$ cat config.mk
export PLATFORM = sky130hd
export DESIGN_NAME = bus_arbiter2
export DESIGN_NICKNAME = d
export VERILOG_FILES = /design/src/rtl/bus_arb_pkg.sv /design/src/rtl/arb_hold_counter.sv /design/src/rtl/bus_arbiter2.sv
export SDC_FILE = /design/constraint.sdc
export NUM_CORES = 1
export LEC_CHECK = 0
export ABC_AREA = 1
export CAP_MARGIN = 15
export CORE_AREA = 5 5 42 44
export CTS_BUF_LIST = sky130_fd_sc_hd__clkbuf_8
export DETAILED_ROUTE_END_ITERATION = 8
export DIE_AREA = 0 0 47 49
export PLACE_DENSITY = 0.71
export SLEW_MARGIN = 10
export SYNTH_ARGS = -nofsm -noshare
export SYNTH_HDL_FRONTEND = slang
export SYNTH_SLANG_ARGS = --single-unit
$ cat constraint.sdc
create_clock -name clk -period 3.97 [get_ports clk]
set_input_delay 0.397 -clock clk [delete_from_list [all_inputs] [get_ports clk]]
set_output_delay 0.397 -clock clk [all_outputs]
set_load 0.01 [all_outputs]
$ cat src/rtl/bus_arb_pkg.sv
// bus_arb_pkg: shared state encoding, mux-select constants and counter sizing for bus_arbiter2.
package bus_arb_pkg;

    typedef enum logic [1:0] {IDLE, GRANT0, GRANT1, TURN} arb_state_t;

    localparam logic SEL_I0 = 1'b1;
    localparam logic SEL_I1 = 1'b0;

    function automatic int cnt_width(input int limit);
        return (limit < 1) ? 1 : $clog2(limit + 1);
    endfunction

endpackage

$ cat src/rtl/arb_hold_counter.sv
// arb_hold_counter: up-counter with synchronous clear that saturates at LIMIT.
module arb_hold_counter
    import bus_arb_pkg::*;
#(
    parameter int LIMIT = 8,
    parameter int W = cnt_width(LIMIT)
) (
    input  logic         clk,
    input  logic         rst_n,
    input  logic         clear,
    input  logic         enable,
    output logic [W-1:0] cnt
);

    always_ff @(posedge clk) begin
        if (!rst_n)
            cnt <= '0;
        else if (clear)
            cnt <= '0;
        else if (enable && cnt != W'(LIMIT))
            cnt <= cnt + 1'b1;
    end

endmodule

$ cat src/rtl/bus_arbiter2.sv
// bus_arbiter2: two-source arbiter with hold limit and dead cycles ahead of a tristate 2:1 mux.
// Define BUS_ARB_FIXED_PRIO_EN for fixed source-0 priority (no round-robin, only GRANT1 is preemptable).
module bus_arbiter2
    import bus_arb_pkg::*;
#(
    parameter int MAX_HOLD = 8,
    parameter int TURN_CYCLES = 1
) (
    input  logic clk,
    input  logic rst_n,
    input  logic req0,
    input  logic req1,
    output logic gnt0,
    output logic gnt1,
    output logic sel,
    output logic bus_en
);

    localparam int LIMIT = (MAX_HOLD > TURN_CYCLES) ? MAX_HOLD : TURN_CYCLES;
    localparam int CW = cnt_width(LIMIT);

    arb_state_t state, next, pick;
    logic [CW-1:0] cnt;
    logic sel_q, hold_end, turn_end, pre0, pre1;

    // One counter serves both the hold time and the turnaround; it restarts on every state change.
    arb_hold_counter #(.LIMIT(LIMIT), .W(CW)) u_cnt (
        .clk(clk),
        .rst_n(rst_n),
        .clear(next != state),
        .enable(state != IDLE),
        .cnt(cnt)
    );

    assign hold_end = cnt == CW'(MAX_HOLD - 1);
    assign turn_end = cnt == CW'(TURN_CYCLES - 1);

`ifdef BUS_ARB_FIXED_PRIO_EN
    assign pick = req0 ? GRANT0 : req1 ? GRANT1 : IDLE;
    assign pre0 = 1'b0;
    assign pre1 = hold_end && req0;
`else
    logic last;
    assign pick = (req0 && req1) ? (last ? GRANT0 : GRANT1) : req0 ? GRANT0 : req1 ? GRANT1 : IDLE;
    assign pre0 = hold_end && req1;
    assign pre1 = hold_end && req0;
`endif

    always_ff @(posedge clk) begin
        if (!rst_n) begin
            state <= IDLE;
            sel_q <= SEL_I0;
`ifndef BUS_ARB_FIXED_PRIO_EN
            last  <= 1'b1;
`endif
        end else begin
            state <= next;
            sel_q <= (next == GRANT0) ? SEL_I0 : (next == GRANT1) ? SEL_I1 : sel_q;
`ifndef BUS_ARB_FIXED_PRIO_EN
            last  <= (state == GRANT0 && next != GRANT0) ? 1'b0 :
                     (state == GRANT1 && next != GRANT1) ? 1'b1 : last;
`endif
        end
    end

    always_comb begin
        next = state;
        case (state)
            IDLE:    next = pick;
            GRANT0:  next = (!req0 || pre0) ? TURN : GRANT0;
            GRANT1:  next = (!req1 || pre1) ? TURN : GRANT1;
            default: next = turn_end ? pick : TURN;
        endcase
    end

    always_comb begin
        gnt0   = state == GRANT0;
        gnt1   = state == GRANT1;
        bus_en = gnt0 | gnt1;
        sel    = sel_q;
    end

endmodule

==> key figures, run 1 <==
STA
  – Headroom to the max-slew limit: 0.861
  – Final setup vio count: 0
  – Worst-margin pin slew: between 200 and 250 ps
  – Hold Vio Cnt, Final: 0
  – Final worst-path cycle share: 0.484
  – Min Hold Slack: about 450 ps
  – Final worst setup slack: slightly above 2000 ps
  – Final Max Slew Viols: 0
  – RSZ-0062 raised after global routing: false
  – Final min period: approximately 1900 ps
  – Final clock skew: 0.371 ps
  – Setup TNS: 0 ps
  – Fmax: around 0.52 GHz

Critical path
  – Critical path class: register to output port
  – Reg2Reg Setup Slack: 2320 ps
  – RR Startpoint: state[1]
  – WP data required: 3570 ps
  – Crit. End Element: output port
  – Critical Path Source: state[0]
  – CP arrival: around 1500 ps
  – FF-to-FF path depth: 11
  – Max FO, Critical Path: 4
  – Worst setup SP type: register
  – R2r endpoint: last
  – Critical Path End: bus_en

Run
  – Max Cap Viol: 0

Layout
  – Fillers: between 100 and 150
  – Area Overhead vs Synth: 20.4%
  – Layout cells sized above 1: 0.268
  – Number of antenna repair diodes: 0
  – Commonest non-fill, non-tap cell in the layout: nand2_1
  – Nets: 109
  – Utilization after layout: 0.553
  – Fin cells: about 110
  – Most frequent cells in the layout: nand2_1, inv_1, nand3_1, nand2_2, dfxtp_1
  – Post-Layout Inst Area: roughly 770 µm²

Global routing
  – Total gr overflow: 0
  – GRT Util Overall: 0.129
  – Antenna violations before repair: 0
  – Largest net degree at the start of global routing: 6
  – Number of global-route vias before repair: 535
  – Global-route wire length before repair: 2.17 mm

Floorplan
  – Effective utilization at floorplan: 0.459
  – Die area: between 2000 and 2500 µm²
  – Die Wd: about 47 µm
  – # IOs: 8
  – Core region area: between 1000 and 1500 µm²
  – DIE HEIGHT: 49 µm
  – Rows: 14

Pwr
  – Comb pwr share: 0.625
  – Peak supply drop: between 0.4 and 0.5 mV
  – NetSw: around 0.27 mW
  – Int Pwr: around 0.31 mW
  – Power per cell area: 750 nW/µm²
  – Clk pwr share: 0.162
  – Sw Ratio: 0.462
  – Static Leak: 0.352 nW
  – Total Power: between 0.5 and 0.6 mW
  – Reg power frac: 0.212

CTS
  – Post-cts gate resize count: 0
  – Setup Buffers After CTS: 0
  – Clock Tree Buf Depth: 2
  – CTS buffer count: 3
  – CTS root buffer: clkbuf_8
  – H-tree depth: 1
  – CTS tree: done
  – # clock sinks: 8
  – Worst-path clk slew: around 40 ps
  – Worst skew pair latency: around 220 ps
  – CTS Hold Bufs: 0

Detailed routing
  – DR iter-0 viols: 6
  – Total number of vias: 559
  – Vias per cell: approximately 4.9
  – Final wirelength: between 1 and 1.5 mm
  – # DRC: 0
  – WL/cell: around 11 µm
  – Initial DRT Pass Iterations: 4
  – Antenna-violating nets left: 0

Synthesis
  – Dominant cells by area after synthesis: dfxtp_1, ha_1, nand2_1
  – Yosys Warn Count: 0
  – Mapped Area: roughly 640 µm²
  – Mean Syn Cell Area: 7.39 µm²
  – Flops & latches, synth: 8
  – Top_reg_cell synth: dfxtp_1
  – Yosys top cell by area: dfxtp_1
  – Post-Syn Nets: slightly below 100
  – Share of the synthesized area in the top cell type: 0.249
  – Unique cell type count in the Yosys netlist: 19
  – Ys async rst share: 0
  – Mapped Cells: 87
  – Post-synthesis sequential area ratio: 0.249
  – Post-synth EDFFs: 0

Place
  – Buffers on Ports: 7
  – Routability Congestion: approximately 0.83
  – Setup WS pre-CTS: 2150 ps
  – Detailed placement HPWL: around 970 µm
  – DP Area: 733 µm²
  – Dpl cells: 110

Outcome
  – Status: completed

Worst hold path
  – Hold Crit Class: register to register
  – Hold depth: 2
-- cell families (layout without fill, tap and decap cells) --
kind of cell,after synthesis,count (layout),synth area share
flip-flops,8,8,0.249
XOR/XNOR,3,3,0.0409
buffers and inverters,16,26,0.0934
AND/OR/NAND/NOR,51,51,0.467
adder cells (fa/ha/maj),6,6,0.117
AO/OA/AOI/OAI,3,3,0.0331
-- routing by layer --
layer  track usage  wire (µm)
met1         0.142        518
met2         0.215        607
met3        0.0332         69
met4        0.0691         39
met5             0          0
-- critical path: stages (launching register included) --
cell and delay [ps]:
dfxtp_1 390, inv_1 100, ha_1 280, clkdlybuf4s50_1 530
-- registers in the layout (all words and copies together), names as in the netlist --
register / flops
u_cnt.cnt: 4
state: 2
last: 1
sel: 1
-- worst min path at each step --
stage          start  endpoint  slack (ps)
2_1_floorplan  rst_n      last         470
3_3_place_gp     sel       sel         440
3_5_place_dp     sel       sel         450
4_1_cts          sel       sel         460
5_1_grt          sel       sel         530
6_report         sel       sel         450
-- synth_stat cells (2+ instances only) --
| library cell | n |
|---|---|
| inv_2 | 5 |
| nand2_2 | 8 |
| nor3_2 | 4 |
| dfxtp_1 | 8 |
| nor2_1 | 4 |
| nand3_1 | 10 |
| nand2_1 | 18 |
| nand2_4 | 2 |
| ha_1 | 6 |
| xor2_1 | 3 |
| inv_1 | 11 |
-- power by group through the flow --
stage | Combinational [mW] | Clock (mW) | Sequential, mW
finish | 0.363 | 0.0942 | 0.123
global route | 0.411 | 0.101 | 0.127
floorplan | 0.270 | 0 | 0.122
CTS | 0.365 | 0.0952 | 0.123
global placement | 0.358 | 0 | 0.124
detailed placement | 0.361 | 0 | 0.124
-- cell type report --
cell class	instances	area, µm²	area share
clock buffers	3	41.3	0.0533
flip-flops and latches	8	160	0.207
multi-input cells	63	423	0.546
inverters	16	60.1	0.0775
repair buffers	7	70.1	0.0905
well taps	16	20.0	0.0258
(Power assumes the default switching activity.)
==> run 2, diff against run 1 <==
==> constraint.sdc (replaced) <==
create_clock -name clk -period 2 [get_ports clk]
set_input_delay 0.2 -clock clk [delete_from_list [all_inputs] [get_ports clk]]
set_output_delay 0.2 -clock clk [all_outputs]
set_load 0.01 [all_outputs]
==> key figures, run 2 (same netlist as run 1, synthesis figures left out) <==
Detailed routing
  – # DRC: 0
  – WL/cell: around 11 µm
  – Initial DRT Pass Iterations: 4
  – Total number of vias: 561
  – Final wirelength: around 1.2 mm
  – DR iter-0 viols: 7
  – Antenna-violating nets left: 0
  – Vias per cell: just under 5

CTS
  – CTS Hold Bufs: 0
  – Clock Tree Buf Depth: 2
  – Post-cts gate resize count: 0
  – Setup Buffers After CTS: 0
  – Worst-path clk slew: around 40 ps
  – H-tree depth: 1
  – CTS tree: done
  – CTS root buffer: clkbuf_8
  – # clock sinks: 8
  – CTS buffer count: 3
  – Worst skew pair latency: 230 ps

STA
  – Final setup vio count: 0
  – Fmax: 0.581 GHz
  – Final clock skew: approximately 0.68 ps
  – Final worst-path cycle share: 0.860
  – RSZ-0062 raised after global routing: false
  – Hold Vio Cnt, Final: 0
  – Final Max Slew Viols: 0
  – Headroom to the max-slew limit: 0.866
  – Final min period: around 1700 ps
  – Final worst setup slack: between 200 and 300 ps
  – Min Hold Slack: 463 ps
  – Setup TNS: 0 ps
  – Worst-margin pin slew: roughly 200 ps

Layout
  – Layout cells sized above 1: 0.268
  – Area Overhead vs Synth: 20.4%
  – Register Area: 160 µm²
  – Nets: approximately 110
  – Most frequent cells in the layout: nand2_1, inv_1, nand3_1, nand2_2, dfxtp_1
  – Top reg by flops: u_cnt.cnt
  – Fillers: ~140
  – Combined area of the multi-input logic cells: roughly 420 µm²
  – Max reg flops: 4
  – Number of antenna repair diodes: 0
  – Largest regs: u_cnt.cnt: 4 flops, state: 2 flops
  – Commonest non-fill, non-tap cell in the layout: nand2_1

Pwr
  – Reg power frac: 0.212
  – Static Leak: around 0.35 nW
  – Comb pwr share: 0.623
  – Total Power: 1.15 mW
  – Peak supply drop: between 0.8 and 0.9 mV
  – NetSw: about 0.53 mW
  – Clk pwr share: 0.165
  – Sw Ratio: 0.462
  – Power per cell area: 1490 nW/µm²
  – Int Pwr: a little over 0.6 mW

Worst hold path
  – Hold Crit Class: register to register
  – HP Start: sel

Critical path
  – Critical Path Source: state[0]
  – Worst setup SP type: register
  – WP data required: around 1800 ps
  – Delay of the slowest critical-path stage: ~530 ps
  – CP top delay family: buffers and inverters
  – RR Startpoint: state[1]
  – Critical path class: register to output port
  – Crit. End Element: output port
  – Max FO, Critical Path: 4
  – CP bufs+invs: 2
  – CP arrival: between 1500 and 2000 ps
  – Cells along the critical path: inv_1, ha_1, clkdlybuf4s50_1
  – Critical Path Slowest Stage Cell: clkdlybuf4s50_1

Place
  – Setup WS pre-CTS: between 300 and 400 ps
  – Routability Congestion: between 0.8 and 0.9
  – Detailed placement HPWL: just over 1 mm
  – Buffers on Ports: 7

Floorplan
  – Core region area: 1400 µm²
  – # IOs: 8
  – Effective utilization at floorplan: 0.459
  – Rows: 14
  – Die Wd: about 47 µm
  – Die area: approximately 2300 µm²
  – DIE HEIGHT: ~50 µm

Run
  – Max Cap Viol: 0

Global routing
  – Largest net degree at the start of global routing: 6
  – Total gr overflow: 0
  – GRT Util Overall: 0.129
  – Antenna violations before repair: 0
  – Number of global-route vias before repair: ~560
  – Global-route wire length before repair: ~2.1 mm

Outcome
  – Status: completed
==> run 2: cell counts in the layout (fill, tap and decap cells not counted) <==
No cell type changed its count.
==> run 2: metrics by stage <==
stage | utilization | cells | cell area [µm²]
after floorplan | - | 87 | 643
after global placement | 0.523 | 110 | 733
after detailed placement | 0.523 | 110 | 733
after CTS | 0.553 | 113 | 774
after global routing | 0.553 | 113 | 774
final | 0.553 | 113 | 774
==> run 2: area by class of cell <==
class	count	share of cell area
well taps	16	0.0258
multi-input cells	63	0.546
clock buffers	3	0.0533
repair buffers	7	0.0905
inverters	16	0.0775
flip-flops and latches	8	0.207
==> run 2: per-layer routing <==
layer	up-vias	track usage	part of all wire
met5	-	0	0
met4	0	0.0691	0.027
met3	5	0.0369	0.040
met2	13	0.210	0.51
met1	247	0.144	0.42
li1	296	-	-
==> run 2: path summary, 6_finish.rpt <==
path | to | slack (ps) | depth (start not counted)
min reg2reg | sel | 460 | 2
max reg2reg | last | 370 | 11
min | sel | 460 | 2
max | bus_en | 280 | 3
==> run 2: power by group through the flow <==
stage / clock network [mW] / logic [mW] / registers (mW)
after detailed placement: 0 / 0.718 / 0.248
after CTS: 0.194 / 0.731 / 0.245
after floorplan: 0 / 0.536 / 0.243
after global placement: 0 / 0.709 / 0.247
final: 0.191 / 0.719 / 0.245
after global routing: 0.207 / 0.802 / 0.254
==> run 2: worst register-to-register path: stages (launching register included) <==
cell and delay (ps):
dfxtp_1 370, inv_1 100, ha_1 230, or2_0 250, a21oi_2 120, nand2_2 80
nand2_2 80, nand2_1 70, nand2_1 60, nand2_1 50, nand2_1 50, nand2_1 40
